==> config.mk <==
export PLATFORM = sky130hd
export DESIGN_NAME = pt_cache_multi_flat
export DESIGN_NICKNAME = d
export VERILOG_FILES = /design/src/rtl/pt_cache_multi_if.sv /design/src/rtl/pt_cache_multi.sv /design/src/flat_wrapper.sv
export SDC_FILE = /design/constraint.sdc
export NUM_CORES = 1
export LEC_CHECK = 0
export ABC_CLOCK_PERIOD_IN_PS = 5000
export CELL_PAD_IN_SITES_DETAIL_PLACEMENT = 0
export CELL_PAD_IN_SITES_GLOBAL_PLACEMENT = 2
export CORE_MARGIN = 4
export CORE_UTILIZATION = 54
export CTS_BUF_LIST = sky130_fd_sc_hd__clkbuf_4
export CTS_CLUSTER_SIZE = 40
export DETAILED_ROUTE_END_ITERATION = 10
export MAX_ROUTING_LAYER = met4
export PLACE_DENSITY_LB_ADDON = 0.1
export SETUP_SLACK_MARGIN = 0.1
export SYNTH_ARGS = -nofsm -noshare
export SYNTH_HDL_FRONTEND = slang
export SYNTH_SLANG_ARGS = --single-unit
==> constraint.sdc <==
create_clock -name clk -period 5 [get_ports clk]
set_clock_uncertainty 0.1 [all_clocks]
set_input_delay 1 -clock clk [delete_from_list [all_inputs] [get_ports clk]]
set_output_delay 1 -clock clk [all_outputs]
set_load 0.005 [all_outputs]
==> src/rtl/pt_cache_multi_if.sv <==
// Command/stream bundle between process-control front end and page-table cache.
// master: cmd, PID, datain, datavalid, inv out; slave: pagefault, dataout, outvalid, wd, busy out.
interface pt_cache_multi_if #(
    parameter int PIDW = 4,
    parameter int DW   = 8
);
    logic [1:0]      cmd;
    logic [PIDW-1:0] PID;
    logic [DW-1:0]   datain;
    logic            datavalid;
    logic            inv;
    logic            pagefault;
    logic [DW-1:0]   dataout;
    logic            outvalid;
    logic            wd;
    logic            busy;

    modport master (
        output cmd, PID, datain, datavalid, inv,
        input  pagefault, dataout, outvalid, wd, busy
    );

    modport slave (
        input  cmd, PID, datain, datavalid, inv,
        output pagefault, dataout, outvalid, wd, busy
    );
endinterface

==> src/rtl/pt_cache_multi.sv <==
// Multi-process page-table cache: PID-tagged slots, round-robin replacement.
// Ports: clk, rst (sync, active-high), bus (pt_cache_multi_if.slave).
module pt_cache_multi #(
    parameter int NSLOT = 4,
    parameter int PIDW  = 4,
    parameter int DIRW  = 2,
    parameter int PGW   = 2,
    parameter int DW    = 8
) (
    input  logic               clk,
    input  logic               rst,
    pt_cache_multi_if.slave    bus
);
    localparam int AW   = DIRW + PGW;
    localparam int PTD  = 1 << AW;
    localparam int NDIR = 1 << DIRW;
    localparam int NOUT = PTD + NDIR + 1;
    localparam int SW   = $clog2(NSLOT);
    localparam int CW   = $clog2(NOUT);

    localparam logic [1:0] C_NOP = 2'b00;
    localparam logic [1:0] C_RD  = 2'b01;
    localparam logic [1:0] C_WR  = 2'b10;
    localparam logic [1:0] C_LD  = 2'b11;

    typedef enum logic [3:0] {
        S_IDLE, S_WPT, S_WDIR, S_WDONE,
        S_RLOOK, S_RDIR, S_RPT, S_RDONE,
        S_LLOOK, S_LOUT
    } state_t;

    state_t            r_state, w_next;
    logic [DW-1:0]     r_tab [NSLOT][PTD];
    logic [DW-1:0]     r_dir [NSLOT][NDIR];
    logic [PIDW-1:0]   r_tag [NSLOT];
    logic [NSLOT-1:0]  r_valid;
    logic [SW-1:0]     r_victim;
    logic [SW-1:0]     r_slot;
    logic [PIDW-1:0]   r_pid;
    logic [AW-1:0]     r_addr;
    logic [AW-1:0]     r_base;
    logic [DW-1:0]     r_byte;
    logic [CW-1:0]     r_idx;
    logic              r_fault;

    logic [PIDW-1:0]   w_lpid;
    logic              w_hit;
    logic [SW-1:0]     w_hslot;
    logic              w_free;
    logic [SW-1:0]     w_fslot;
    logic [SW-1:0]     w_wslot;
    logic [AW-1:0]     w_ridx;
    logic [CW-1:0]     w_doff;
    logic              w_last_pt;
    logic              w_last_dir;

    // In IDLE the lookup uses the live PID (WR slot choice at accept);
    // in the LOOK states it uses the PID latched at accept.
    always_comb begin
        w_lpid  = (r_state == S_IDLE) ? bus.PID : r_pid;
        w_hit   = 1'b0;
        w_hslot = '0;
        for (int s = 0; s < NSLOT; s++) begin
            if (r_valid[s] && r_tag[s] == w_lpid) begin
                w_hit   = 1'b1;
                w_hslot = SW'(s);
            end
        end
        w_free  = 1'b0;
        w_fslot = '0;
        for (int s = NSLOT - 1; s >= 0; s--) begin
            if (!r_valid[s]) begin
                w_free  = 1'b1;
                w_fslot = SW'(s);
            end
        end
        if (w_hit)       w_wslot = w_hslot;
        else if (w_free) w_wslot = w_fslot;
        else             w_wslot = r_victim;
    end

    assign w_ridx     = r_base + AW'(r_addr[PGW-1:0]);
    assign w_doff     = r_idx - CW'(PTD);
    assign w_last_pt  = (r_idx == CW'(PTD - 1));
    assign w_last_dir = (r_idx == CW'(NDIR - 1));

    always_ff @(posedge clk) begin
        if (rst) r_state <= S_IDLE;
        else     r_state <= w_next;
    end

    always_comb begin
        w_next = r_state;
        case (r_state)
            S_IDLE: begin
                case (bus.cmd)
                    C_RD:    w_next = S_RLOOK;
                    C_WR:    w_next = S_WPT;
                    C_LD:    w_next = S_LLOOK;
                    default: w_next = S_IDLE;
                endcase
            end
            S_WPT:   if (bus.datavalid && w_last_pt) w_next = S_WDIR;
            S_WDIR:  if (w_last_dir) w_next = S_WDONE;
            S_WDONE: w_next = S_IDLE;
            S_RLOOK: w_next = w_hit ? S_RDIR : S_RDONE;
            S_RDIR:  w_next = S_RPT;
            S_RPT:   w_next = S_RDONE;
            S_RDONE: w_next = S_IDLE;
            S_LLOOK: w_next = w_hit ? S_LOUT : S_RDONE;
            S_LOUT:  if (r_idx == CW'(NOUT - 1)) w_next = S_IDLE;
            default: w_next = S_IDLE;
        endcase
    end

    always_ff @(posedge clk) begin
        if (rst) begin
            r_valid  <= '0;
            r_victim <= '0;
            r_slot   <= '0;
            r_pid    <= '0;
            r_addr   <= '0;
            r_base   <= '0;
            r_byte   <= '0;
            r_idx    <= '0;
            r_fault  <= 1'b0;
        end else begin
            case (r_state)
                S_IDLE: begin
                    r_idx   <= '0;
                    r_fault <= 1'b0;
                    if (bus.cmd != C_NOP) begin
                        r_pid  <= bus.PID;
                        r_addr <= bus.datain[DW-1 -: AW];
                        if (bus.cmd == C_WR) begin
                            // Invalidate now so a half-written slot never hits.
                            r_slot           <= w_wslot;
                            r_valid[w_wslot] <= 1'b0;
                            if (!w_hit && !w_free)
                                r_victim <= r_victim + 1'b1;
                        end
                    end else if (bus.inv) begin
                        r_valid  <= '0;
                        r_victim <= '0;
                    end
                end
                S_WPT: begin
                    if (bus.datavalid)
                        r_idx <= w_last_pt ? '0 : r_idx + 1'b1;
                end
                S_WDIR: r_idx <= w_last_dir ? '0 : r_idx + 1'b1;
                S_WDONE: r_valid[r_slot] <= 1'b1;
                S_RLOOK, S_LLOOK: begin
                    r_idx <= '0;
                    if (w_hit) r_slot  <= w_hslot;
                    else       r_fault <= 1'b1;
                end
                S_RDIR: r_base <= r_dir[r_slot][r_addr[AW-1 -: DIRW]][AW-1:0];
                S_RPT:  r_byte <= r_tab[r_slot][w_ridx];
                S_LOUT: r_idx  <= r_idx + 1'b1;
                default: ;
            endcase
        end
    end

    // Table storage is deliberately left out of reset.
    always_ff @(posedge clk) begin
        if (r_state == S_WPT && bus.datavalid)
            r_tab[r_slot][r_idx[AW-1:0]] <= bus.datain;
        if (r_state == S_WDIR)
            r_dir[r_slot][r_idx[DIRW-1:0]] <= DW'(r_idx[DIRW-1:0]) << PGW;
        if (r_state == S_WDONE)
            r_tag[r_slot] <= r_pid;
    end

    assign bus.busy      = (r_state != S_IDLE);
    assign bus.wd        = (r_state == S_WDONE);
    assign bus.pagefault = (r_state == S_RDONE) && r_fault;
    assign bus.outvalid  = ((r_state == S_RDONE) && !r_fault)
                         || (r_state == S_LOUT);

    always_comb begin
        bus.dataout = '0;
        if (r_state == S_RDONE && !r_fault) begin
            bus.dataout = r_byte;
        end else if (r_state == S_LOUT) begin
            if (r_idx < CW'(PTD))
                bus.dataout = r_tab[r_slot][r_idx[AW-1:0]];
            else if (r_idx < CW'(PTD + NDIR))
                bus.dataout = r_dir[r_slot][w_doff[DIRW-1:0]];
            else
                bus.dataout = DW'(r_tag[r_slot]);
        end
    end
endmodule

==> src/flat_wrapper.sv <==
// flat-port wrapper written by rule: the top's interface ports become plain ports
module pt_cache_multi_flat 
#(
    parameter int NSLOT = 4,
    parameter int PIDW  = 4,
    parameter int DIRW  = 2,
    parameter int PGW   = 2,
    parameter int DW    = 8
)
  (clk, rst, bus_cmd, bus_PID, bus_datain, bus_datavalid, bus_inv, bus_pagefault, bus_dataout, bus_outvalid, bus_wd, bus_busy);
  pt_cache_multi_if #(.PIDW(PIDW), .DW(DW)) bus_i ();
  input  logic clk;
  input  logic rst;
  input wire logic [$bits(bus_i.cmd)-1:0] bus_cmd;
  input wire logic [$bits(bus_i.PID)-1:0] bus_PID;
  input wire logic [$bits(bus_i.datain)-1:0] bus_datain;
  input wire logic [$bits(bus_i.datavalid)-1:0] bus_datavalid;
  input wire logic [$bits(bus_i.inv)-1:0] bus_inv;
  output wire logic [$bits(bus_i.pagefault)-1:0] bus_pagefault;
  output wire logic [$bits(bus_i.dataout)-1:0] bus_dataout;
  output wire logic [$bits(bus_i.outvalid)-1:0] bus_outvalid;
  output wire logic [$bits(bus_i.wd)-1:0] bus_wd;
  output wire logic [$bits(bus_i.busy)-1:0] bus_busy;
  assign bus_i.cmd = bus_cmd;
  assign bus_i.PID = bus_PID;
  assign bus_i.datain = bus_datain;
  assign bus_i.datavalid = bus_datavalid;
  assign bus_i.inv = bus_inv;
  assign bus_pagefault = bus_i.pagefault;
  assign bus_dataout = bus_i.dataout;
  assign bus_outvalid = bus_i.outvalid;
  assign bus_wd = bus_i.wd;
  assign bus_busy = bus_i.busy;
  pt_cache_multi #(.NSLOT(NSLOT), .PIDW(PIDW), .DIRW(DIRW), .PGW(PGW), .DW(DW)) u_core (.clk(clk), .rst(rst), .bus(bus_i));
endmodule
Word-level counts from Yosys, hierarchy flattened
Memory sizes are Yosys's and may differ from the RTL's. A register that Yosys moved wholly into a read port is not among the register bits.
Index checks and enable logic that the tools add are counted.
Widths: inputs -> output; s select.

word-level totals
  register bits = 38
  bits in writable memories = 560
  output and inout bits = 12
  logic and storage cells = 181
  memories = 3

operators by class
  add/sub/neg operators = 4
  magnitude comparators = 13
  equal/unequal tests = 31
  multiplexer cells = 79
  bitwise logic cells = 8
  reductions and logical operators = 33

memory list
  name          depth  width  rd ports  clocked after Yosys merged registers in  wr ports  RTL line              source
  u_core.r_tab  4      128    1         1                                        1         pt_cache_multi.sv:33  logic [DW-1:0] r_tab [NSLOT][PTD];
  u_core.r_dir  4      8      1         1                                        1         pt_cache_multi.sv:34  logic [DW-1:0] r_dir [NSLOT][NDIR];
  u_core.r_tag  4      4      5         1                                        1         pt_cache_multi.sv:35  logic [PIDW-1:0] r_tag [NSLOT];

operators with widths
  kind                number
  $mux 128            1
  $mux 8              12
  $bmux 8 s4          2
  $mux 2              22
  $mux 4              10
  $bmux 8 s2          2
  $demux 8 s4         1
  $mux 32             1
  $pmux 4 s8          1
  $pmux 5 s4          1
  $demux 8 s2         1
  $eq 4x3->1 const B  4
  $eq 4x4->1          4
  $mux 1              16
  $mux 5              3
  $logic_and 1x1->1   13
  $ne 2x2->1 const B  6
  $pmux 4 s3          1
  $ge 5x5->1 const B  2
  $lt 5x5->1 const B  2
  $not 4->5           2
  $ge 3x3->1 const B  3
  $not 2->3           3
  $eq 4x2->1 const B  2
  other kinds (34)    53

Logic depth before layout (Yosys ltp)
  depth after elaboration = 18
  mapped depth = 10
  mapped depth without buffers = 9

Worst setup path before layout
Ideal clock, no wire load.

  kind = flip-flop to output port
  from = register (tool-made name)
  to = output bus_dataout[1]
  data arrival time = 2481 ps
  data required time = 3900 ps
  path slack = 1419 ps
  stages on the path, launching flop included = 10
  buffers on the path = 3
  cell sequence = dfxtp_1 > clkbuf_1 > buf_2 > buf_2 > mux4_2 > mux4_2 > mux2i_1 > nor2_1 > a221oi_1 > o21ai_0

RTL lines
  what       RTL line            source
  to (decl)  flat_wrapper.sv:20  output wire logic [$bits(bus_i.dataout)-1:0] bus_dataout;

==> flow_summary.json <==
{
  "instances_no_fill": 2209,
  "ys_seq_area_share_pct": 70.0,
  "final_area_um2": 28600,
  "start_util_pct": 54.9,
  "ant_nets": 0,
  "die_w_um": 224,
  "finalNetCount": 1523,
  "endpoint_kind": "output port",
  "startpoint_type": "register",
  "viasPerCell": 6.18,
  "path_max_fanout": 6,
  "grt_overflow": 0,
  "grt_max_degree": 76,
  "synth_warnings": 0,
  "worstSkewPairLatency_ps": 990,
  "synthCells": 1322,
  "setup_viol": 0,
  "syn_nets": 1346,
  "slew_headroom_pct": 14.8,
  "cts_hold_buffers": 0,
  "clock-sinks": 598,
  "grt_pass1_wl_um": 91200,
  "synthArstFlopShare_pct": 0,
  "io_pins": 30,
  "synth_cell_type_count": 54,
  "numCtsBuffers": 153,
  "synth.cell_area_um2": 25100,
  "area_delta_synth_final_pct": 14.1,
  "final_common_cell": "edfxtp_1",
  "rows": 78,
  "synth-edff-count": 560,
  "finalPower_w": 0.0118,
  "portBuffers": 29,
  "setup_ws_ps": 178,
  "ir_drop_uv": 327,
  "first_global_vias": 13871,
  "wl_um": 61600,
  "cap_violations": 0,
  "path_clk_slew_ps": 70,
  "ys.flop_type": "edfxtp_1",
  "place_area_um2": 26200,
  "fmax_ghz": 0.207,
  "power.density_nw_per_um2": 410,
  "num-fill-cells": 3322,
  "die_h_um": 224,
  "clockBufferDepth": 3,
  "drt_iter0_drc": 1549,
  "final_cell_mix": "560 x edfxtp_1, 221 x clkbuf_4, 208 x mux4_2",
  "p_leak_nw": 9.06,
  "hold_depth": 2,
  "grt_usage_pct": 26.1,
  "cts-root-buf": "clkbuf_4",
  "antenna_found_initial": 6,
  "cts_tree": "built",
  "critPathKind": "reg2out",
  "drcViolationCount": 0,
  "drv_slew": 0,
  "fin_crit_sh_pct": 96.4,
  "dp_slack_ps": 549,
  "tns_ps": 0,
  "fin_crit_ps": 4820,
  "crit_required_ps": 3900,
  "worstMarginPinSlew_ps": 1280,
  "num_vias": 13659,
  "core_area_um2": 45700,
  "ctsHtreeMaxLevel": 4,
  "routedWlPerCell_um": 27.9,
  "dieArea_um2": 50000,
  "synth-seq-cells": 598,
  "rsz0062_at_grt": "yes",
  "syn_avg_cell_area_um2": 19.0,
  "ff2ff_path_depth": 5,
  "run_status": "completed",
  "cp.arrival_ps": 3720,
  "drive_gt1_share_pct": 35.1,
  "place_hpwl_um": 38200,
  "place_inst": 1914,
  "worst_hold_path_type": "reg2reg",
  "first_pass_iters": 5,
  "final-hold-violation-count": 0,
  "place.gp.congestion": 0.822
}
-- cell type report --
cell class	count	area, um^2	area share (%)
Clock buffer	221	1660	5.79
Inverter	16	62.6	0.218
Tap cell	600	751	2.62
Sequential cell	598	17600	61.4
Clock inverter	39	293	1.02
Timing Repair Buffer	100	1030	3.58
Multi-Input combinational cell	630	7250	25.3
Antenna cell	5	12.5	0.0437
-- metrics by stage --
stage,hold slack [ps],utilization (%)
2_1_floorplan,342,-
3_3_place_gp,359,57.3
3_5_place_dp,363,57.3
4_1_cts,343,62.6
5_1_grt,322,62.7
6_report,376,62.7
-- cell usage after synthesis, types with 3 or more instances --
master    count  area share (%)
a211o_1       3            0.10
a211oi_1      4            0.12
a21o_1        4            0.12
a21oi_1      26            0.52
a221oi_1      4            0.14
a22o_1        8            0.28
a31oi_1       6            0.15
and2_1        5            0.12
and3_1        4            0.10
buf_1        12            0.18
buf_2        16            0.32
clkbuf_1     49            0.73
dfxtp_1      38             3.0
edfxtp_1    560              67
ha_1          6            0.30
inv_1        14            0.21
mux2_2        9            0.40
mux2i_1      27             1.1
mux4_2      208              19
nand2_1      73             1.1
nand2b_1      4            0.10
nand3_1       8            0.16
nand4_1      11            0.27
nor2_1      111             1.7
nor2b_1      13            0.32
nor3_1        3           0.060
nor4_1        5            0.12
o21ai_0      35            0.70
o22ai_1       5            0.12
or2_2         3           0.075
or3_1         4            0.10
xnor2_1      11            0.38
xor2_1       10            0.35
-- where the power goes --
group | total [W] | switching [W] | leakage [nW] | internal (W)
clock network | 0.00418 | 0.00191 | 1.16 | 0.00228
registers | 0.00574 | 0.000179 | 5.36 | 0.00556
logic | 0.00183 | 0.00103 | 2.54 | 0.000800
total | 0.0118 | 0.00312 | 9.06 | 0.00864
-- state kept, by name, summed over array words and instances (netlist names), named ones only --
name / cells
u_core.r_valid: 4
u_core.r_idx: 5
u_core.r_base: 2
u_core.r_victim: 2
u_core.r_addr: 4
u_core.r_byte: 8
u_core.r_dir: 32
u_core.r_pid: 4
u_core.r_fault: 1
u_core.r_tag: 16
u_core.r_slot: 2
u_core.r_state: 4
u_core.r_tab: 512
-- critical path: stages, from the launching register on --
cell and delay [ps]:
dfxtp_4 400, buf_12 150, buf_8 140, mux4_2 550, mux4_2 530, mux2i_4 200, nor2_1 80, a221oi_1 240
o21ai_1 200, clkdlybuf4s15_1 250
-- path summary, 6_finish.rpt --
path                       from                 end  slack, ps
max                    register      bus_dataout[1]        180
max reg2reg     u_core.r_idx[0]  u_core.r_tab[1][4]       1380
min          u_core.r_victim[1]  u_core.r_victim[1]        380
min reg2reg  u_core.r_victim[1]  u_core.r_victim[1]        380
-- timing repair --
action	CTS	global route
resized for setup	54	14
buffers inserted	24	3
hold endpoints to repair	0	0
setup endpoints to repair	8	8
pin swaps	2	4
cloned	3	0
-- kinds of logic (layout without fill, tap and decap cells) --
group	count (synthesis)	count (layout)	synth area share, %
flops	598	598	70.0
simple gates	251	251	4.50
mux	244	244	20.1
compound gates	108	108	2.76
buf+inv	94	376	1.52
xor+xnor	21	21	0.733
fa+ha+maj	6	6	0.299
other cells	0	5	0
-- layer usage --
metal	up-vias	track usage (%)	routed length, um
met5	-	-	0
met4	0	8.25	1430
met3	97	7.55	5020
met2	590	37.7	28900
met1	7089	36.7	26300
li1	5883	-	-
(Power assumes the default switching activity.)
